**src/rtl/instr_sequencer_pkg.sv**
```systemverilog
// rtl/instr_sequencer_pkg.sv - shared opcode, encoding, field and state definitions
package instr_sequencer_pkg;

  localparam logic [3:0] OP_NOP = 4'd0;
  localparam logic [3:0] OP_MOV = 4'd1;
  localparam logic [3:0] OP_ADD = 4'd2;
  localparam logic [3:0] OP_SUB = 4'd3;
  localparam logic [3:0] OP_AND = 4'd4;
  localparam logic [3:0] OP_OR  = 4'd5;
  localparam logic [3:0] OP_XOR = 4'd6;
  localparam logic [3:0] OP_LDI = 4'd7;
  localparam logic [3:0] OP_LUI = 4'd8;

  localparam logic [2:0] ALU_PASS = 3'd0;
  localparam logic [2:0] ALU_ADD  = 3'd1;
  localparam logic [2:0] ALU_SUB  = 3'd2;
  localparam logic [2:0] ALU_AND  = 3'd3;
  localparam logic [2:0] ALU_OR   = 3'd4;
  localparam logic [2:0] ALU_XOR  = 3'd5;

  localparam logic LDR_ALU = 1'b0;
  localparam logic LDR_IMM = 1'b1;

  localparam int OPC_HI  = 31;
  localparam int OPC_LO  = 28;
  localparam int DST_HI  = 27;
  localparam int DST_LO  = 24;
  localparam int SRC1_HI = 23;
  localparam int SRC1_LO = 20;
  localparam int SRC2_HI = 19;
  localparam int SRC2_LO = 16;
  localparam int IMM_HI  = 15;
  localparam int IMM_LO  = 0;

  typedef enum logic [1:0] {
    ST_IDLE,
    ST_DECODE,
    ST_EXECUTE,
    ST_WRITEBACK
  } state_t;

endpackage

```
**src/rtl/instr_field_decode.sv**
```systemverilog
// rtl/instr_field_decode.sv - combinational opcode classification and immediate formatting
module instr_field_decode
  import instr_sequencer_pkg::*;
(
  input  logic [3:0]  opcode,
  input  logic [15:0] imm16,
  output logic [2:0]  alu_op,
  output logic        ldr_sel,
  output logic        is_nop,
  output logic        is_illegal,
  output logic [31:0] imm_out
);

  // Map opcode to ALU operation and LDR mux source; LUI shifts the immediate up,
  // everything else carries it zero-extended.
  always_comb begin
    alu_op     = ALU_PASS;
    ldr_sel    = LDR_ALU;
    is_nop     = 1'b0;
    is_illegal = 1'b0;
    imm_out    = {16'h0000, imm16};
    case (opcode)
      OP_NOP: is_nop = 1'b1;
      OP_MOV: alu_op = ALU_PASS;
      OP_ADD: alu_op = ALU_ADD;
      OP_SUB: alu_op = ALU_SUB;
      OP_AND: alu_op = ALU_AND;
      OP_OR:  alu_op = ALU_OR;
      OP_XOR: alu_op = ALU_XOR;
      OP_LDI: ldr_sel = LDR_IMM;
      OP_LUI: begin
        ldr_sel = LDR_IMM;
        imm_out = {imm16, 16'h0000};
      end
      default: is_illegal = 1'b1;
    endcase
  end

endmodule

```
**src/rtl/instr_sequencer.sv**
```systemverilog
// rtl/instr_sequencer.sv - multi-cycle decode/execute/writeback sequencer for the register bank
module instr_sequencer
  import instr_sequencer_pkg::*;
#(
  parameter int RETIRE_W = 16
) (
  input  logic                clk,
  input  logic                reset,
  input  logic [31:0]         instr_in,
  input  logic                instr_valid,
  output logic                instr_ready,
  output logic [3:0]          destination,
  output logic [3:0]          source_1_sel,
  output logic [3:0]          source_2_sel,
  output logic [2:0]          alu_op,
  output logic                ldr_sel,
  output logic [31:0]         imm_out,
  output logic                wr_en,
  output logic                busy,
  output logic                illegal,
  output logic [RETIRE_W-1:0] retired
);

  state_t      state;
  state_t      next_state;
  logic        accept;
  logic [3:0]  opcode_q;
  logic [3:0]  dec_opcode;
  logic [2:0]  dec_alu_op;
  logic        dec_ldr_sel;
  logic        dec_is_nop;
  logic        dec_is_illegal;
  logic [31:0] dec_imm;

  // While idle the decoder looks at the incoming word so selects and the immediate
  // can be registered at the accept edge; afterwards it looks at the latched opcode.
  assign dec_opcode = (state == ST_IDLE) ? instr_in[OPC_HI:OPC_LO] : opcode_q;

  instr_field_decode u_decode (
    .opcode     (dec_opcode),
    .imm16      (instr_in[IMM_HI:IMM_LO]),
    .alu_op     (dec_alu_op),
    .ldr_sel    (dec_ldr_sel),
    .is_nop     (dec_is_nop),
    .is_illegal (dec_is_illegal),
    .imm_out    (dec_imm)
  );

  // State register; reset always returns to IDLE, abandoning any in-flight instruction.
  always_ff @(posedge clk) begin
    if (reset) begin
      state <= ST_IDLE;
    end else begin
      state <= next_state;
    end
  end

  // Next-state and strobes; ready and the write strobe are masked by reset so a
  // reset landing on WRITEBACK never reaches the bank.
  always_comb begin
    next_state  = state;
    instr_ready = 1'b0;
    busy        = 1'b1;
    wr_en       = 1'b0;
    accept      = 1'b0;
    case (state)
      ST_IDLE: begin
        busy        = 1'b0;
        instr_ready = !reset;
        accept      = instr_valid && !reset;
        if (accept) begin
          next_state = ST_DECODE;
        end
      end
      ST_DECODE: begin
        if (dec_is_nop || dec_is_illegal) begin
          next_state = ST_IDLE;
        end else begin
          next_state = ST_EXECUTE;
        end
      end
      ST_EXECUTE: begin
        next_state = ST_WRITEBACK;
      end
      ST_WRITEBACK: begin
        wr_en      = !reset;
        next_state = ST_IDLE;
      end
      default: next_state = ST_IDLE;
    endcase
  end

  // Field registers: selects and immediate load on accept, ALU controls load in DECODE
  // for instructions that execute; all hold otherwise so downstream muxes stay stable.
  always_ff @(posedge clk) begin
    if (reset) begin
      opcode_q     <= OP_NOP;
      destination  <= 4'd0;
      source_1_sel <= 4'd0;
      source_2_sel <= 4'd0;
      imm_out      <= 32'd0;
      alu_op       <= ALU_PASS;
      ldr_sel      <= LDR_ALU;
    end else begin
      if (accept) begin
        opcode_q     <= instr_in[OPC_HI:OPC_LO];
        destination  <= instr_in[DST_HI:DST_LO];
        source_1_sel <= instr_in[SRC1_HI:SRC1_LO];
        source_2_sel <= instr_in[SRC2_HI:SRC2_LO];
        imm_out      <= dec_imm;
      end
      if (state == ST_DECODE && !dec_is_nop && !dec_is_illegal) begin
        alu_op  <= dec_alu_op;
        ldr_sel <= dec_ldr_sel;
      end
    end
  end

  // Sticky illegal flag and retired counter; NOPs retire in DECODE, others in WRITEBACK.
  always_ff @(posedge clk) begin
    if (reset) begin
      illegal <= 1'b0;
      retired <= '0;
    end else begin
      if (state == ST_DECODE && dec_is_illegal) begin
        illegal <= 1'b1;
      end
      if ((state == ST_DECODE && dec_is_nop) || state == ST_WRITEBACK) begin
        retired <= retired + RETIRE_W'(1);
      end
    end
  end

endmodule

```
**config.mk**
```make
export PLATFORM = sky130hd
export DESIGN_NAME = instr_sequencer
export DESIGN_NICKNAME = d
export VERILOG_FILES = /design/src/rtl/instr_sequencer_pkg.sv /design/src/rtl/instr_field_decode.sv /design/src/rtl/instr_sequencer.sv
export SDC_FILE = /design/constraint.sdc
export NUM_CORES = 1
export LEC_CHECK = 0
export ABC_CLOCK_PERIOD_IN_PS = 3600
export BUFFER_PORTS_ARGS = -buffer_cell sky130_fd_sc_hd__buf_4
export CAP_MARGIN = 40
export CORE_ASPECT_RATIO = 1.75
export CORE_MARGIN = 5
export CORE_UTILIZATION = 49
export DETAILED_ROUTE_END_ITERATION = 10
export GPL_TIMING_DRIVEN = 0
export PLACE_DENSITY = 0.77
export SKIP_LAST_GASP = 1
export SYNTH_ARGS = -nofsm -noshare
export SYNTH_HDL_FRONTEND = slang
export SYNTH_HIERARCHICAL = 1
export SYNTH_SLANG_ARGS = --single-unit
```
**constraint.sdc**
```tcl
create_clock -name clk -period 3.6 [get_ports clk]
set_clock_uncertainty 0.1 [all_clocks]
set_input_delay 0.18 -clock clk [delete_from_list [all_inputs] [get_ports clk]]
set_output_delay 0.18 -clock clk [all_outputs]
set_load 0.005 [all_outputs]
```
==> metrics <==
status=finished, final reports clean; hold path cells=3; Ports=103; row cnt=39; non-filler cells, final=591; FF-to-FF Start=state[0]$_SDFFE_PP0P_; DRT iter0 DRCs=between 100 and 150; most common cell after layout, fill and taps aside=buf_4; pins over their slew limit=0; total grt overflow=0; nets@finish=541; Post-Syn Instances=376; Worst IR Drop VDD=0.3297 mV; Setup TNS=0 ps; Sw Ratio=23.72%; reg2reg path depth=10; GRT Total Usage=21.30%; worst slew pin tran=647.6 ps; final hold violations=0; I/O Buffers=102; clock slew at reported path FFs=50 ps; FF+latch count, synth=71; final period utilization=between 90% and 100%; critical path type=reg -> reg; CTS max path bufs=2; number of H-tree levels=3; initial antenna violation count=0; Pre-Repair DR Iteration Count=4; post-synthesis net count=slightly above 400; Root Buffer=clkbuf_16; placed cell area=4109 µm²; clock sink total=71; DRC viols=0; most frequent cells in the layout=buf_4, dfxtp_1, nand2_1; Die X=~71 µm; Routed WL=8540 µm; PD cells=434.7 nW/µm²; sequential share of the synthesized area=43.93%; asr flop ratio synth=0%; CP max FO=9; Mean Syn Cell Area=8.605 µm²; YS warnings=6; die area=approximately 8400 µm²; cell area after layout=4537 µm²; Cell Area, Synth=3236 µm²; Yosys cell types=slightly above 40; largest net degree at the start of global routing=11; routed vias/inst=5.002; crit path capture type=register; Pleak=1.906 nW; antenna-violating nets left=0; Clock Power Share=41.9%; internal power=roughly 1.5 mW; reg2reg setup slack=260 ps; first-pass GRT wire length=14370 µm; gp weighted congestion=0.8166; crit start category=register; slowest cell on the critical path=nor4_1; CP Data Required Time=~3700 ps; Max-slew headroom=around 56%; minimum clock period=3337 ps; DP HPWL=6276 µm; setup bufs post-CTS=0; Hold Crit Endpoint=destination[1]$_SDFFE_PP0P_; via count=2956; Hold WC Path Type=in -> reg; arrival time at the worst endpoint=roughly 3500 ps; CTS tree=built; switching power=around 0.47 mW; clock buffer count from CTS=9; hold_sp=instr_in[25]; most frequent CP cell=buf_2; ratio of cells with drive above 1 in the final layout=28.29%; Post-synth EDFFs=0; combinational cell fraction of total power=15.0%; maxcap violations=0; reg-to-reg endpoint=retired[15]$_SDFFE_PP0P_; Cells after DPL=561; worst slack at placement=between 200 and 300 ps; n_diodes=0; Flop pwr share=43.1%; Top FF cell, synth=dfxtp_1; initial core utilization=49.86%; number of setup violations in the final report=0; worst path cell trace=buf_4 > nor2_1 > mux2_2 > buf_2 > nor4_1 > buf_2 > o211ai_4 > nor3_4 > nand4_1 > mux2_1; f_max=~300 MHz; Clk Latency, worst-skew pair=330 ps; drt wl/cell=about 14 µm; area grow syn2layout=40.22%; max incr delay on CP=590 ps; RSZ-0062 raised after global routing=false; core area=6490 µm²; vias in the first global route=about 3000; Die H=117.5 µm; setup slack after layout=263.3 ps
==> final cells by class <==
| type | count | area, µm² |
|---|---|---|
| Timing Repair Buffer | 118 | 920.9 |
| Clock buffer | 15 | 277.8 |
| Tap cell | 82 | 102.6 |
| Buffer | 26 | 175.2 |
| Sequential cell | 71 | 1421 |
| Inverter | 7 | 26.28 |
| Multi-Input combinational cell | 272 | 1613 |
| Fill cell | 550 | 1953 |
==> metrics by stage <==
stage / hold WS [ps] / util (%) / power, mW
floorplan: 188.6 / - / 1.021
global placement: 274.8 / 63.24 / 1.141
detailed placement: 281.3 / 63.31 / 1.148
CTS: 8.774 / 69.91 / 1.983
global route: 38.07 / 69.91 / 2.052
finish: 7.731 / 69.91 / 1.972
==> power groups by stage <==
stage	combinational, mW	sequential, mW	clock [mW]
global placement	0.277	0.863	0
floorplan	0.156	0.865	0
CTS	0.299	0.850	0.834
detailed placement	0.283	0.865	0
global route	0.328	0.854	0.870
finish	0.296	0.850	0.826
==> cells in the mapped netlist, types with 2 or more instances <==
cell	instances	area [µm²]
a21oi_1	3	15.01
and2_1	17	106.4
buf_2	4	20.02
buf_4	3	22.52
buf_6	8	90.09
clkbuf_1	10	37.54
dfxtp_1	71	1421
inv_1	7	26.28
mux2_2	4	45.04
mux2i_1	5	50.05
nand2_1	53	198.9
nand2b_1	50	312.8
nand3_1	2	10.01
nand4_1	3	18.77
nor2_1	26	97.59
nor2b_1	16	100.1
nor3_1	7	35.03
nor4_1	5	31.28
o21ai_0	44	220.2
o21ai_1	6	30.03
xnor2_1	10	87.58
xor2_1	3	26.28
==> state kept, by name, indices dropped and copies added (netlist names), named ones only <==
signal        cells
source_2_sel      4
destination       4
opcode_q          4
retired          16
ldr_sel           1
source_1_sel      4
imm_out          32
state             1
alu_op            3
illegal           1
==> routing by layer <==
metal / global-route usage [%] / part of all wire (%) / vias up
met5: 0 / 0 / -
met4: 9.647 / 3.2 / 0
met3: 4.530 / 5.0 / 22
met2: 38.94 / 54 / 77
met1: 22.46 / 37 / 1372
li1: - / - / 1485
==> cell families after synthesis <==
group	share of synthesized area, %
and+or+nand+nor	31.79
DFF	43.93
AOI/OAI and AO/OA	10.87
buffers and inverters	6.226
xor gates and xnor gates	3.519
muxes	3.287
adders and majority gates	0.3866
==> worst max-delay path, delay by kind of cell, from the launching register on <==
| kind | cells | cell delay (ps) |
|---|---|---|
| AND/OR/NAND/NOR | 4 | 1330 |
| flip-flops | 1 | 300 |
| AO/OA/AOI/OAI | 1 | 130 |
| buffers and inverters | 3 | 620 |
| multiplexers | 2 | 730 |
==> how the worst max path moves through the flow <==
stage                                from                  endpoint  slack, ps  depth (start not counted)
CTS                              register  retired[15]$_SDFFE_PP0P_        240                         10
detailed placement  state[0]$_SDFFE_PP0P_  retired[15]$_SDFFE_PP0P_        290                         10
floorplan                        register  retired[15]$_SDFFE_PP0P_        370                          9
global route                     register  retired[15]$_SDFFE_PP0P_          7                         10
global placement    state[0]$_SDFFE_PP0P_  retired[15]$_SDFFE_PP0P_        0.8                          9
finish              state[0]$_SDFFE_PP0P_  retired[15]$_SDFFE_PP0P_        260                         10
==> what timing repair did <==
| action | in CTS | in global routing |
|---|---|---|
| gates resized for setup | 0 | 0 |
| hold endpoints to repair | 15 | 0 |
| hold buffers | 15 | 0 |
No activity file was read; power rests on OpenSTA's default activity.
